## config.mk

```make
export PLATFORM = sky130hd
export DESIGN_NAME = cube_table_seq
export DESIGN_NICKNAME = d
export VERILOG_FILES = /design/src/rtl/cube_table_seq.sv
export SDC_FILE = /design/constraint.sdc
export NUM_CORES = 1
export LEC_CHECK = 0
export CORE_MARGIN = 10
export CORE_UTILIZATION = 35
export DETAILED_ROUTE_END_ITERATION = 10
export GPL_TIMING_DRIVEN = 0
export HOLD_SLACK_MARGIN = 0.15
export PLACE_DENSITY_LB_ADDON = 0.3
export SYNTH_ARGS = -nofsm -noshare
export SYNTH_HDL_FRONTEND = slang
export SYNTH_SLANG_ARGS = --single-unit
```

## constraint.sdc

```tcl
create_clock -name clk -period 5.5 [get_ports clk]
set_input_delay 1.1 -clock clk [delete_from_list [all_inputs] [get_ports clk]]
set_output_delay 1.1 -clock clk [all_outputs]
set_load 0.005 [all_outputs]
```

## src/rtl/cube_table_seq.sv

```systemverilog
// cube_table_seq: fills mem[BASE_ADDR .. BASE_ADDR+COUNT-1] with n^3 mod 2^DW.
// Each cube is built by repeated addition. SQ adds n to itself n times to form n*n.
// CUBE then adds n*n to itself n times to form n^3.
// Each result is written through an arbitrated write port, using a req/gnt handshake.
module cube_table_seq #(
   parameter int DW        = 8,
   parameter int AW        = 8,
   parameter int BASE_ADDR = 20,
   parameter int COUNT     = 11
) (
   input  logic          clk,
   input  logic          rst_n,
   input  logic          start,
   output logic          busy,
   output logic          done,
   output logic          mem_req,
   input  logic          mem_gnt,
   output logic          mem_we,
   output logic [AW-1:0] mem_addr,
   output logic [DW-1:0] mem_wdata
);

   typedef enum logic [2:0] {
      S_IDLE,
      S_SQ,
      S_CUBE,
      S_WR,
      S_DONE
   } state_t;

   // Index of the final table entry; COUNT may be as large as 2^DW.
   localparam logic [DW-1:0] LAST = DW'(COUNT - 1);

   state_t        state_q, state_d;
   logic [DW-1:0] n_q,     n_d;
   logic [DW-1:0] cnt_q,   cnt_d;
   logic [DW-1:0] sq_q,    sq_d;
   logic [DW-1:0] acc_q,   acc_d;
   logic [AW-1:0] addr_q,  addr_d;
   logic [DW-1:0] wdata_q, wdata_d;
   logic          busy_q,  busy_d;
   logic          done_q,  done_d;
   logic          req_q,   req_d;

   // Next-state logic; the registered outputs are decoded from the state being entered.
   always_comb begin
      state_d = state_q;
      n_d     = n_q;
      cnt_d   = cnt_q;
      sq_d    = sq_q;
      acc_d   = acc_q;
      addr_d  = addr_q;
      wdata_d = wdata_q;
      case (state_q)
         S_IDLE: begin
            if (start) begin
               state_d = S_SQ;
               n_d     = '0;
               cnt_d   = '0;
               sq_d    = '0;
            end
         end
         S_SQ: begin
            if (cnt_q == n_q) begin
               state_d = S_CUBE;
               cnt_d   = '0;
               acc_d   = '0;
            end else begin
               sq_d  = sq_q + n_q;
               cnt_d = cnt_q + DW'(1);
            end
         end
         S_CUBE: begin
            if (cnt_q == n_q) begin
               state_d = S_WR;
               addr_d  = AW'(BASE_ADDR) + AW'(n_q);
               wdata_d = acc_q;
            end else begin
               acc_d = acc_q + sq_q;
               cnt_d = cnt_q + DW'(1);
            end
         end
         S_WR: begin
            // addr/wdata stay frozen until the arbiter grants the write
            if (mem_gnt) begin
               if (n_q == LAST) begin
                  state_d = S_DONE;
               end else begin
                  state_d = S_SQ;
                  n_d     = n_q + DW'(1);
                  cnt_d   = '0;
                  sq_d    = '0;
               end
            end
         end
         S_DONE: begin
            state_d = S_IDLE;
         end
         default: begin
            state_d = S_IDLE;
         end
      endcase
      busy_d = (state_d != S_IDLE);
      done_d = (state_d == S_DONE);
      req_d  = (state_d == S_WR);
   end

   // State, datapath and output registers; reset aborts a fill immediately.
   always_ff @(posedge clk or negedge rst_n) begin
      if (!rst_n) begin
         state_q <= S_IDLE;
         n_q     <= '0;
         cnt_q   <= '0;
         sq_q    <= '0;
         acc_q   <= '0;
         addr_q  <= '0;
         wdata_q <= '0;
         busy_q  <= 1'b0;
         done_q  <= 1'b0;
         req_q   <= 1'b0;
      end else begin
         state_q <= state_d;
         n_q     <= n_d;
         cnt_q   <= cnt_d;
         sq_q    <= sq_d;
         acc_q   <= acc_d;
         addr_q  <= addr_d;
         wdata_q <= wdata_d;
         busy_q  <= busy_d;
         done_q  <= done_d;
         req_q   <= req_d;
      end
   end

   assign busy      = busy_q;
   assign done      = done_q;
   assign mem_req   = req_q;
   assign mem_we    = req_q;
   assign mem_addr  = addr_q;
   assign mem_wdata = wdata_q;

endmodule

```

## Word-level counts from Yosys, hierarchy flattened

Index checks and enable logic that the tools add are counted.

| storage, ports and cells | value |
|---|---|
| register bits | 54 |
| bits of input ports | 4 |

| cells by class | value |
|---|---|
| $add $sub $neg | 5 |
| eq/ne operators | 13 |
| muxes and demuxes | 20 |
| reductions and logical operators | 11 |

Operators with widths:

| operator | count |
|---|---|
| $mux W8 | 10 |
| $pmux W8 S2 | 2 |
| $pmux W8 S4 | 1 |
| $pmux W8 S3 | 1 |
| $add A8 B1 Y8 const B | 2 |
| $add A8 B8 Y8 | 2 |
| $mux W3 | 5 |
| $ne A2 B2 Y1 const B | 6 |
| $pmux W3 S4 | 1 |
| $reduce_and A5 Y1 | 2 |
| $eq A3 B2 Y1 const B | 3 |
| $add A5 B8 Y8 const A | 1 |
| $eq A8 B4 Y1 const B | 1 |
| $eq A8 B8 Y1 | 1 |
| $reduce_bool A3 Y1 | 2 |
| $reduce_and A4 Y1 | 1 |
| $reduce_bool A2 Y1 | 2 |
| $reduce_bool A4 Y1 | 1 |
| $eq A3 B1 Y1 const B | 1 |
| $eq A3 B3 Y1 const B | 1 |
| $logic_not A3 Y1 | 1 |
| $reduce_and A3 Y1 | 1 |
| $reduce_and A2 Y1 | 1 |

## Depth between registers and ports, before layout

Gate-level depths: netlist of run 1.

| logic depth | value |
|---|---|
| depth after elaboration | 5 |
| mapped depth | 8 |
| depth with buffers taken out | 8 |

## Worst setup path after synthesis of run 1

Ideal clock, no wire load.

| timing | value |
|---|---|
| path type | input to register |
| start point | in mem_gnt |
| end point | reg cnt_q[4] |
| setup time | 0.126 ns |
| arrival time | 2.211 ns |
| required time | 5.374 ns |
| path slack | 3.162 ns |
| cell stages on the path | 6 |
| path buffers | 0 |
| cells stage by stage | inv_1 > a21o_1 > a311oi_1 > a21oi_1 > o21ai_1 > o31ai_1 |

| between the ends | value |
|---|---|
| word-level cells in the longest chain between the ends | 2 |

Ends and longest elaborated chain:

| what | line | source |
|---|---|---|
| start: declaration | 17 | `input logic mem_gnt,` |
| $ne A2 B2 Y1 (no source line) | -- |  |
| $reduce_and A5 Y1 (no source line) | -- |  |
| end signal: assignment | 124 | `cnt_q <= cnt_d;` |
| end: declaration | 36 | `logic [DW-1:0] cnt_q, cnt_d;` |

Every way passes these cells.
A chain may end at the register's enable or synchronous reset.

## Worst setup path in the final report of run 1

Ends and elaborated chain as after synthesis.

==> results.tsv, run 1 <==
metric	value	unit
drt_iter0_markers	111	
synth_seq_cells	54	
r2r_slack	2780	ps
diodes	0	
drive_above_1_share	9.226	%
clockPowerShare	13.6	%
post-route-drc-count	0	
stdcell_area	3596	um2
drt-total-wl	6.746	mm
drt.antenna.violating_nets	0	
swShare	42.56	%
dpl_worst_slack	2264	ps
final_cells	444	
worstSetupPathType	in -> reg	
grt_overflow	0	
core_area	8721	um2
h-tree-depth	2	
cts_max_path_buffers	2	
relSlewSlack	46.84	%
start_util	35.84	%
post-route-period-util	53.35	%
synthCells	304	
clk_pin_slew	100	ps
wl_per_cell	15.19	um
async_flop_share	100.0	%
die-area	13110	um2
hp-class	reg -> reg	
synth-seq-area-share	43.23	%
root_buffer	clkbuf_8	
p_per_area	471.3	nW/um2
dpl-instance-area	3506	um2
status	complete, no violations	
die_h	114.5	um
period_needed	2934	ps
crit_path_end_kind	register	
grt_usage	10.83	%
critPathCapture	cnt_q[4]$_DFFE_PN0P_	
place_hpwl	4.989	mm
maxCapViolations	0	
layout-area-overhead-vs-synth	15.05	%
cts.sinks	54	
fmax	340.8	MHz
dp_cells	436	
cts_resized	0	
vias	2296	
grt_pass1_vias	2332	
antenna_found_initial	0	
power.share.sequential	34.9	%
synth_ff_type	dfrtp_1	
die_x	114.5	um
cp-start-kind	input pin	
yosysWarnings	0	
skew	5.466	ps
finalSetupViolCount	0	
path_max_fanout	6	
grt_max_degree	34	
io_buffers	23	
internal_power	973.5	uW
worstSkewPairLatency	310	ps
r2r.worst_path.cells	8	
syn_area	3125	um2
hold_violations	0	
grt_pass1_wl	11.61	mm
syn_avg_cell_area	10.28	um2
synth_nets	329	
rsz0062_at_grt	false	
firstDrtPassIters	7	
power_frac_comb	51.5	%
maxSlewViolCount	0	
setup_ws	2566	ps
synth_edf_count	0	
gp_congestion	0.8652	
fin_tns_setup	0	ps
fin_nets	360	
peakVddDrop	0.3077	mV
viasPerCell	5.171	
worstReg2RegEnd	cnt_q[4]$_DFFE_PN0P_	
cts_tree	done	
worst_slew_pin_slew	792.0	ps
ctsHoldBuffers	0	
pin_count	24	
row_count	34	
arrival	3140	ps
startpoint	mem_gnt	
switching_power	721.4	uW
yosysUniqueCellTypes	53	
cts_setup_buffers	0	
cts_made_buffers	5	
critPathRequiredTime	5700	ps
p_leak	1.697	nW
rr_startpoint	n_q[2]$_DFFE_PN0P_	
synth_stat cells, drive strengths merged (2+ instances only):
master,count,share of area (%)
nor2,21,2.5
nor2b,3,0.60
a31oi,2,0.40
clkbuf,3,0.36
fa,2,1.3
a21o,4,0.96
a311oi,2,0.56
ha,19,7.6
nand3,12,2.1
nor3,8,1.3
xnor2,16,4.5
o21bai,3,0.72
and2,3,0.68
a22o,18,5.0
o41ai,3,0.84
a211oi,2,0.48
nand2,29,3.6
a21oi,17,3.2
dfrtp,54,43
buf,10,2.8
inv,11,1.3
nand4,2,0.40
mux2,9,3.2
nor4,3,1.0
o211ai,2,0.48
xor2,14,3.9
o21ai,16,2.6
through the flow:
stage / util, % / power [mW] / hold WS, ps
finish: 41.23 / 1.695 / 483.4
global route: 41.23 / 1.845 / 513.8
CTS: 41.23 / 1.714 / 483.6
detailed placement: 40.20 / 1.482 / 469.3
global placement: 40.03 / 1.457 / 471.2
floorplan: - / 1.192 / 437.8
layout by cell type (no fill, tap or decap), types with 2 or more instances in the layout:
cell             count
a211oi_1             2
a21o_1               4
a21oi_1             15
a22o_1              18
a311oi_1             2
a31oi_1              2
buf_2                4
buf_4                2
buf_6                5
clkbuf_1             3
clkbuf_8             5
clkdlybuf4s50_1     22
dfrtp_1             54
fa_1                 2
ha_1                19
inv_1               11
mux2_1               9
nand2_1             27
nand2_2              2
nand3_1             11
nand4_1              2
nor2_1              21
nor2b_1              3
nor3_1               8
nor4_2               2
o211ai_1             2
o21ai_0              4
o21ai_1             12
o21bai_1             3
o41ai_1              3
xnor2_1             16
xor2_1              14
state kept, by name (all words and copies together) (netlist names):
| register | count |
|---|---|
| n_q | 8 |
| mem_wdata | 8 |
| state_q | 3 |
| acc_q | 8 |
| busy | 1 |
| mem_req | 1 |
| done | 1 |
| mem_addr | 8 |
| sq_q | 8 |
| cnt_q | 8 |
worst max-delay path, cell delays in order:
cell and delay, ps:
clkdlybuf4s50_1 520, inv_1 70, a21o_1 170, a311oi_1 680, a21oi_1 290, o21ai_1 210
o31ai_1 90
per-layer routing:
layer / GRT usage, % / part of all wire, %
met1: 14.24 / 46
met2: 16.72 / 47
met3: 2.778 / 5.4
met4: 3.843 / 1.8
met5: 0 / 0
kinds of logic (layout without fill, tap and decap cells):
kind of cell    Yosys count  count (layout)  share of synthesized area [%]
fa+ha+maj                21              21                          8.887
mux                      10              10                          3.563
compound gates           76              76                          17.33
flops                    54              54                          43.23
xor+xnor                 30              30                          8.407
simple gates             89              89                          14.13
buf+inv                  24              56                          4.443
worst min path at each step:
stage                              endpoint                     from  cells after the start  slack, ps
finish                 acc_q[7]$_DFFE_PN0P_     acc_q[7]$_DFFE_PN0P_                      1        480
global route        mem_addr[1]$_DFFE_PN0P_  mem_addr[1]$_DFFE_PN0P_                      1        510
CTS                    acc_q[7]$_DFFE_PN0P_     acc_q[7]$_DFFE_PN0P_                      1        480
detailed placement     acc_q[7]$_DFFE_PN0P_     acc_q[7]$_DFFE_PN0P_                      1        470
global placement       acc_q[7]$_DFFE_PN0P_     acc_q[7]$_DFFE_PN0P_                      1        470
floorplan              acc_q[7]$_DFFE_PN0P_     acc_q[7]$_DFFE_PN0P_                      1        440
power groups by stage:
stage / clock network [mW] / logic [mW] / registers [mW]
after floorplan: 0 / 0.609 / 0.582
final: 0.230 / 0.873 / 0.592
after detailed placement: 0 / 0.880 / 0.602
after global routing: 0.254 / 0.979 / 0.612
after CTS: 0.237 / 0.882 / 0.594
after global placement: 0 / 0.859 / 0.598
final cells by class:
type | instances | area (um2)
Buffer | 13 | 97.59
Clock buffer | 5 | 68.82
Clock inverter | 3 | 21.27
Fill cell | 862 | 5125
Inverter | 11 | 41.29
Multi-Input combinational cell | 226 | 1635
Sequential cell | 54 | 1351
Tap cell | 108 | 135.1
Timing Repair Buffer | 24 | 245.2
(Power assumes the default switching activity.)
==> run 2: changes to the inputs <==
- clock period: 5.5 -> 2.4 ns (I/O delays scaled with it)
==> run 2 against run 1 <==
  * Core utilization grew 1.2 points
  * Sequential share of layout area shrank 0.97 points
  * Register-to-register slack lost 2700 ps
  * Critical path type is now reg -> reg
  * Largest power group unchanged
  * Clock power grew 130%
  * Setup slack lost 2500 ps
  * Total power grew 140%
  * Flip-flop and latch count is the same
  * Highest routed layer unchanged
  * First-iteration DRC count shrank 27%
==> results.tsv, run 2 (synthesized netlist as in run 1, its figures left out) <==
metric	value	unit	change
status	complete, no violations		
final_cell_mix	52 x dfrtp_1, 26 x nand2_1, 22 x clkdlybuf4s50_1, 21 x nor2_1, 19 x ha_1		
fin_nets	361		+0.28%
root_buffer	clkbuf_8		
worst_slew_pin_slew	708.7	ps	-83.34 ps
dpl_worst_slack	-267.9	ps	-2532 ps
die_x	114.5	um	unchanged
row_count	34		unchanged
critPathMostFrequentCell	buf_6		
min-delay-start	acc_q[7]$_DFFE_PN0P_		
skew	5.464	ps	-0.001470 ps
post-route-period-util	96.37	%	
power	4.008	mW	+140%
maxCapViolations	0		unchanged
regArea	1354	um2	+0.19%
critPathSlowestCell	nor4_4		
max_stage_delay	490	ps	-190 ps
switching_power	1.712	mW	+140%
cp-start-kind	register		
cts_made_buffers	5		unchanged
die-area	13110	um2	unchanged
cts_tree	done		
power.share.sequential	33.9	%	-1.0 points
rsz0062_at_grt	false		
grt_pass1_vias	2356		+1.0%
critPathRequiredTime	2650	ps	-3050 ps
relSlewSlack	52.39	%	+5.6 points
p_leak	1.720	nW	+1.4%
power_frac_comb	53.0	%	+1.5 points
clk_pin_slew	100	ps	about the same
finalSetupViolCount	0		unchanged
grt_pass1_wl	11.74	mm	+1.1%
fillers	855		-0.81%
grt_overflow	0		unchanged
path_delay_family	simple AND/OR/NAND/NOR gates		
cts_setup_buffers	0		unchanged
path_max_fanout	9		+3
clockPowerShare	13.1	%	-0.5 points
hold_violations	0		unchanged
multiInputGateArea	1725	um2	+5.5%
dpl-instance-area	3506	um2	unchanged
drt_iter0_markers	81		-27%
cts_max_path_buffers	2		unchanged
startpoint	n_q[4]$_DFFE_PN0P_		
post-route-drc-count	0		unchanged
firstDrtPassIters	4		-3
antenna_found_initial	0		unchanged
setup_ws	87.14	ps	-2479 ps
die_h	114.5	um	unchanged
maxSlewViolCount	0		unchanged
drt-total-wl	6.704	mm	-0.62%
peakVddDrop	0.6897	mV	+120%
crit_path_end_kind	register		
swShare	42.70	%	+0.13 points
fmax	432.4	MHz	
worstSetupPathType	reg -> reg		
period_needed	2313	ps	
drt.antenna.violating_nets	0		unchanged
mostFrequentLayoutCell	dfrtp_1		
io_buffers	23		unchanged
layout-area-overhead-vs-synth	18.33	%	
internal_power	2.297	mW	+140%
crit_buf_inv	2		unchanged
worstSkewPairLatency	310	ps	about the same
vias	2294		-0.087%
rr_startpoint	n_q[4]$_DFFE_PN0P_		
drive_above_1_share	12.17	%	+2.9 points
pin_count	24		unchanged
wl_per_cell	15.07	um	-0.85%
grt_usage	10.92	%	+0.088 points
diodes	0		unchanged
path_cells	buf_6, xor2_1, nor4_4, nand2_2, and2_4, buf_6, a21oi_4, a22o_1		
h-tree-depth	2		unchanged
stdcell_area	3699	um2	+2.9%
arrival	2570	ps	-570 ps
hp-class	reg -> reg		
grt_max_degree	34		unchanged
cts.sinks	54		unchanged
start_util	35.84	%	unchanged
gp_congestion	0.8652		unchanged
viasPerCell	5.155		-0.31%
place_hpwl	4.989	mm	unchanged
core_area	8721	um2	unchanged
p_per_area	1084	nW/um2	+130%
## run 2: cell types whose count changed in the layout (fill, tap and decap cells not counted), sizes merged
cell and delta:
dlygate4sd3 +1
## run 2: final timing paths
path	to	slack, ps	cells after the start
setup / recovery	acc_q[3]$_DFFE_PN0P_	90	8
hold / removal	acc_q[7]$_DFFE_PN0P_	480	1
setup reg to reg	acc_q[3]$_DFFE_PN0P_	90	8
hold reg to reg	acc_q[7]$_DFFE_PN0P_	480	1
max in group asynchronous	cnt_q[5]$_DFFE_PN0P_	1180	3
min in group asynchronous	mem_addr[4]$_DFFE_PN0P_	660	2
## run 2: cell type report
cell class | count | area share, %
multi-input combinational | 226 | 46.65
timing repair buffer | 25 | 6.901
buffer | 13 | 2.639
sequential | 54 | 36.60
clock buffer | 5 | 1.861
inverter | 11 | 1.116
tap | 108 | 3.654
clock inverter | 3 | 0.5751
## run 2: power groups by stage
stage	sequential, mW	clock [mW]	combinational (mW)
after global routing	1.40	0.581	2.37
after global placement	1.37	0	1.97
after detailed placement	1.38	0	2.02
after CTS	1.36	0.544	2.07
final	1.36	0.525	2.12
after floorplan	1.33	0	1.40
## run 2: through the flow
| step | cells | hold slack (ps) | util [%] | setup TNS [ps] |
|---|---|---|---|---|
| 5_1_grt | 445 | 514.0 | 42.41 | 0 |
| 2_1_floorplan | 304 | 184.4 | - | 0 |
| 3_3_place_gp | 435 | 471.2 | 40.03 | -51460 |
| 3_5_place_dp | 436 | 469.3 | 40.20 | -3683 |
| 4_1_cts | 445 | 483.6 | 41.81 | 0 |
| 6_report | 445 | 483.1 | 42.41 | 0 |
## run 2: what timing repair did
action / 4_1_cts / 5_1_grt
hold buffers: 1 / 0
pin swaps: 0 / 2
cloned: 0 / 0
setup endpoints to repair: 33 / 18
hold endpoints to repair: 9 / 0
resized for setup: 7 / 9
## run 2: metal layers
metal	GRT usage, %	up-vias	wire length, um
met5	0	-	0
met4	3.759	0	123
met3	2.621	9	339
met2	17.03	38	3097
met1	14.37	1103	3144
li1	-	1144	-
==> run 3: changes to the inputs <==
- GPL_TIMING_DRIVEN: 0 -> default
- RECOVER_POWER: default -> 50
==> run 3 against run 2 <==
  * Clock power shrank 6.9%
  * Non-clock buffer count up 6
  * Sequential share of layout area grew 0.70 points
  * Worst hold slack got worse by 0.69 ps
  * Routed wire length decreased by 2.5%
  * Via count increased by 1.4%
  * Count of clock-buffer cells in the layout unchanged
  * Critical path type unchanged
==> results.tsv, run 3 (synthesized netlist as in run 1, its figures left out) <==
metric	value	unit	change
dpl_worst_slack	177.1	ps	+445.0 ps
crit_path_end_kind	register		
worst_slew_pin_slew	1321	ps	+612.3 ps
grt_overflow	0		unchanged
peakVddDrop	0.7311	mV	+6.0%
fin_tns_setup	0	ps	unchanged
h-tree-depth	2		unchanged
layout-area-overhead-vs-synth	15.89	%	
worstReg2RegEnd	sq_q[0]$_DFFE_PN0P_		
relSlewSlack	11.93	%	-40 points
stdcell_area	3622	um2	-2.1%
r2r_slack	190	ps	+110 ps
antenna_found_initial	0		unchanged
dpl-instance-area	3558	um2	+1.5%
cts_resized	0		-7
drt_iter0_markers	73		-9.9%
p_per_area	1061	nW/um2	-2.1%
cp-start-kind	register		
hold_ws	482.4	ps	-0.6870 ps
path_max_fanout	7		-2
cts_tree	done		
rr_startpoint	n_q[1]$_DFFE_PN0P_		
start_util	35.84	%	unchanged
critPathRequiredTime	2590	ps	-60 ps
vias	2327		+1.4%
hold_violations	0		unchanged
maxCapViolations	0		unchanged
r2r.worst_path.cells	8		unchanged
startpoint	n_q[1]$_DFFE_PN0P_		
die_h	114.5	um	unchanged
diodes	0		unchanged
post-route-period-util	91.97	%	-4.4 points
regArea	1351	um2	-0.18%
fillers	859		+0.47%
firstDrtPassIters	4		unchanged
finalSetupViolCount	0		unchanged
pin_count	24		unchanged
post-route-drc-count	0		unchanged
cts_made_buffers	5		unchanged
period_needed	2207	ps	-105.6 ps
grt_pass1_wl	11.23	mm	-4.3%
maxSlewViolCount	0		unchanged
grt_pass1_vias	2328		-1.2%
core_area	8721	um2	unchanged
row_count	34		unchanged
wl_per_cell	14.52	um	-3.6%
ctsHoldBuffers	0		-1
hp-class	reg -> reg		
drt.antenna.violating_nets	0		unchanged
mostFrequentLayoutCell	dfrtp_1		
multiInputGateArea	1635	um2	-5.2%
cts_setup_buffers	0		unchanged
drt-total-wl	6.536	mm	-2.5%
skew	7.446	ps	+1.982 ps
gp_congestion	0.8495		-1.8%
grt_max_degree	55		+62%
p_leak	1.752	nW	+1.8%
critPathCapture	sq_q[0]$_DFFE_PN0P_		
place_hpwl	4.832	mm	-3.2%
fin_nets	367		+1.7%
grt_usage	10.32	%	-0.59 points
worstSkewPairLatency	310	ps	about the same
worstSetupPathType	reg -> reg		
fmax	453.1	MHz	+4.8%
final_cell_mix	54 x dfrtp_1, 27 x nand2_1, 21 x nor2_1, 20 x buf_4, 19 x ha_1		
cts_max_path_buffers	2		unchanged
viasPerCell	5.171		+0.31%
die-area	13110	um2	unchanged
io_buffers	23		unchanged
status	complete, no violations		
drive_above_1_share	11.70	%	-0.47 points
arrival	2400	ps	-170 ps
root_buffer	clkbuf_8		
cts.sinks	54		unchanged
clk_pin_slew	90	ps	about the same
setup_ws	192.8	ps	+105.6 ps
fin_util	41.54	%	-0.88 points
die_x	114.5	um	unchanged
rsz0062_at_grt	false		
run 3: metrics by stage:
stage	instances	total power, mW
4_1_cts	450	3.900
6_report	450	3.842
3_5_place_dp	443	3.404
5_1_grt	450	4.167
3_3_place_gp	443	3.368
2_1_floorplan	304	2.731
run 3: cell type report:
| class | count | share of cell area (%) |
|---|---|---|
| clock buffer | 5 | 1.900 |
| clock inverter | 2 | 0.2763 |
| multi-input combinational | 226 | 45.15 |
| timing repair buffer | 44 | 10.50 |
| tap | 108 | 3.731 |
| sequential | 54 | 37.31 |
| inverter | 11 | 1.140 |
run 3: worst min-delay path by stage:
stage	cells past startpoint	endpoint	slack, ps	start
2_1_floorplan	0	acc_q[0]$_DFFE_PN0P_	180	rst_n
3_3_place_gp	2	mem_addr[6]$_DFFE_PN0P_	470	mem_addr[6]$_DFFE_PN0P_
3_5_place_dp	2	mem_addr[7]$_DFFE_PN0P_	480	mem_addr[7]$_DFFE_PN0P_
4_1_cts	2	mem_addr[6]$_DFFE_PN0P_	170	rst_n
5_1_grt	1	mem_wdata[5]$_DFFE_PN0P_	510	mem_wdata[5]$_DFFE_PN0P_
6_report	1	acc_q[7]$_DFFE_PN0P_	480	acc_q[7]$_DFFE_PN0P_
run 3: where the power goes:
part	internal, mW	switching (mW)	total (mW)
Sequential	1.14	0.237	1.38
Combinational	0.904	1.07	1.97
Clock	0.197	0.292	0.489
Total	2.24	1.60	3.84
run 3: routing by layer:
metal | vias to the layer above | track usage [%] | part of all wire, %
li1 | 1170 | - | -
met1 | 1114 | 13.32 | 49
met2 | 34 | 16.69 | 46
met3 | 9 | 2.935 | 4.6
met4 | 0 | 2.256 | 1.1
met5 | - | 0 | 0
run 3: critical path: stages (launching register included):
cell      delay (ps)
dfrtp_1          490
ha_1             220
nor4bb_1         130
buf_4            150
a21o_1           180
a211oi_1         270
buf_4            190
nand2_1          170
a22o_1           290
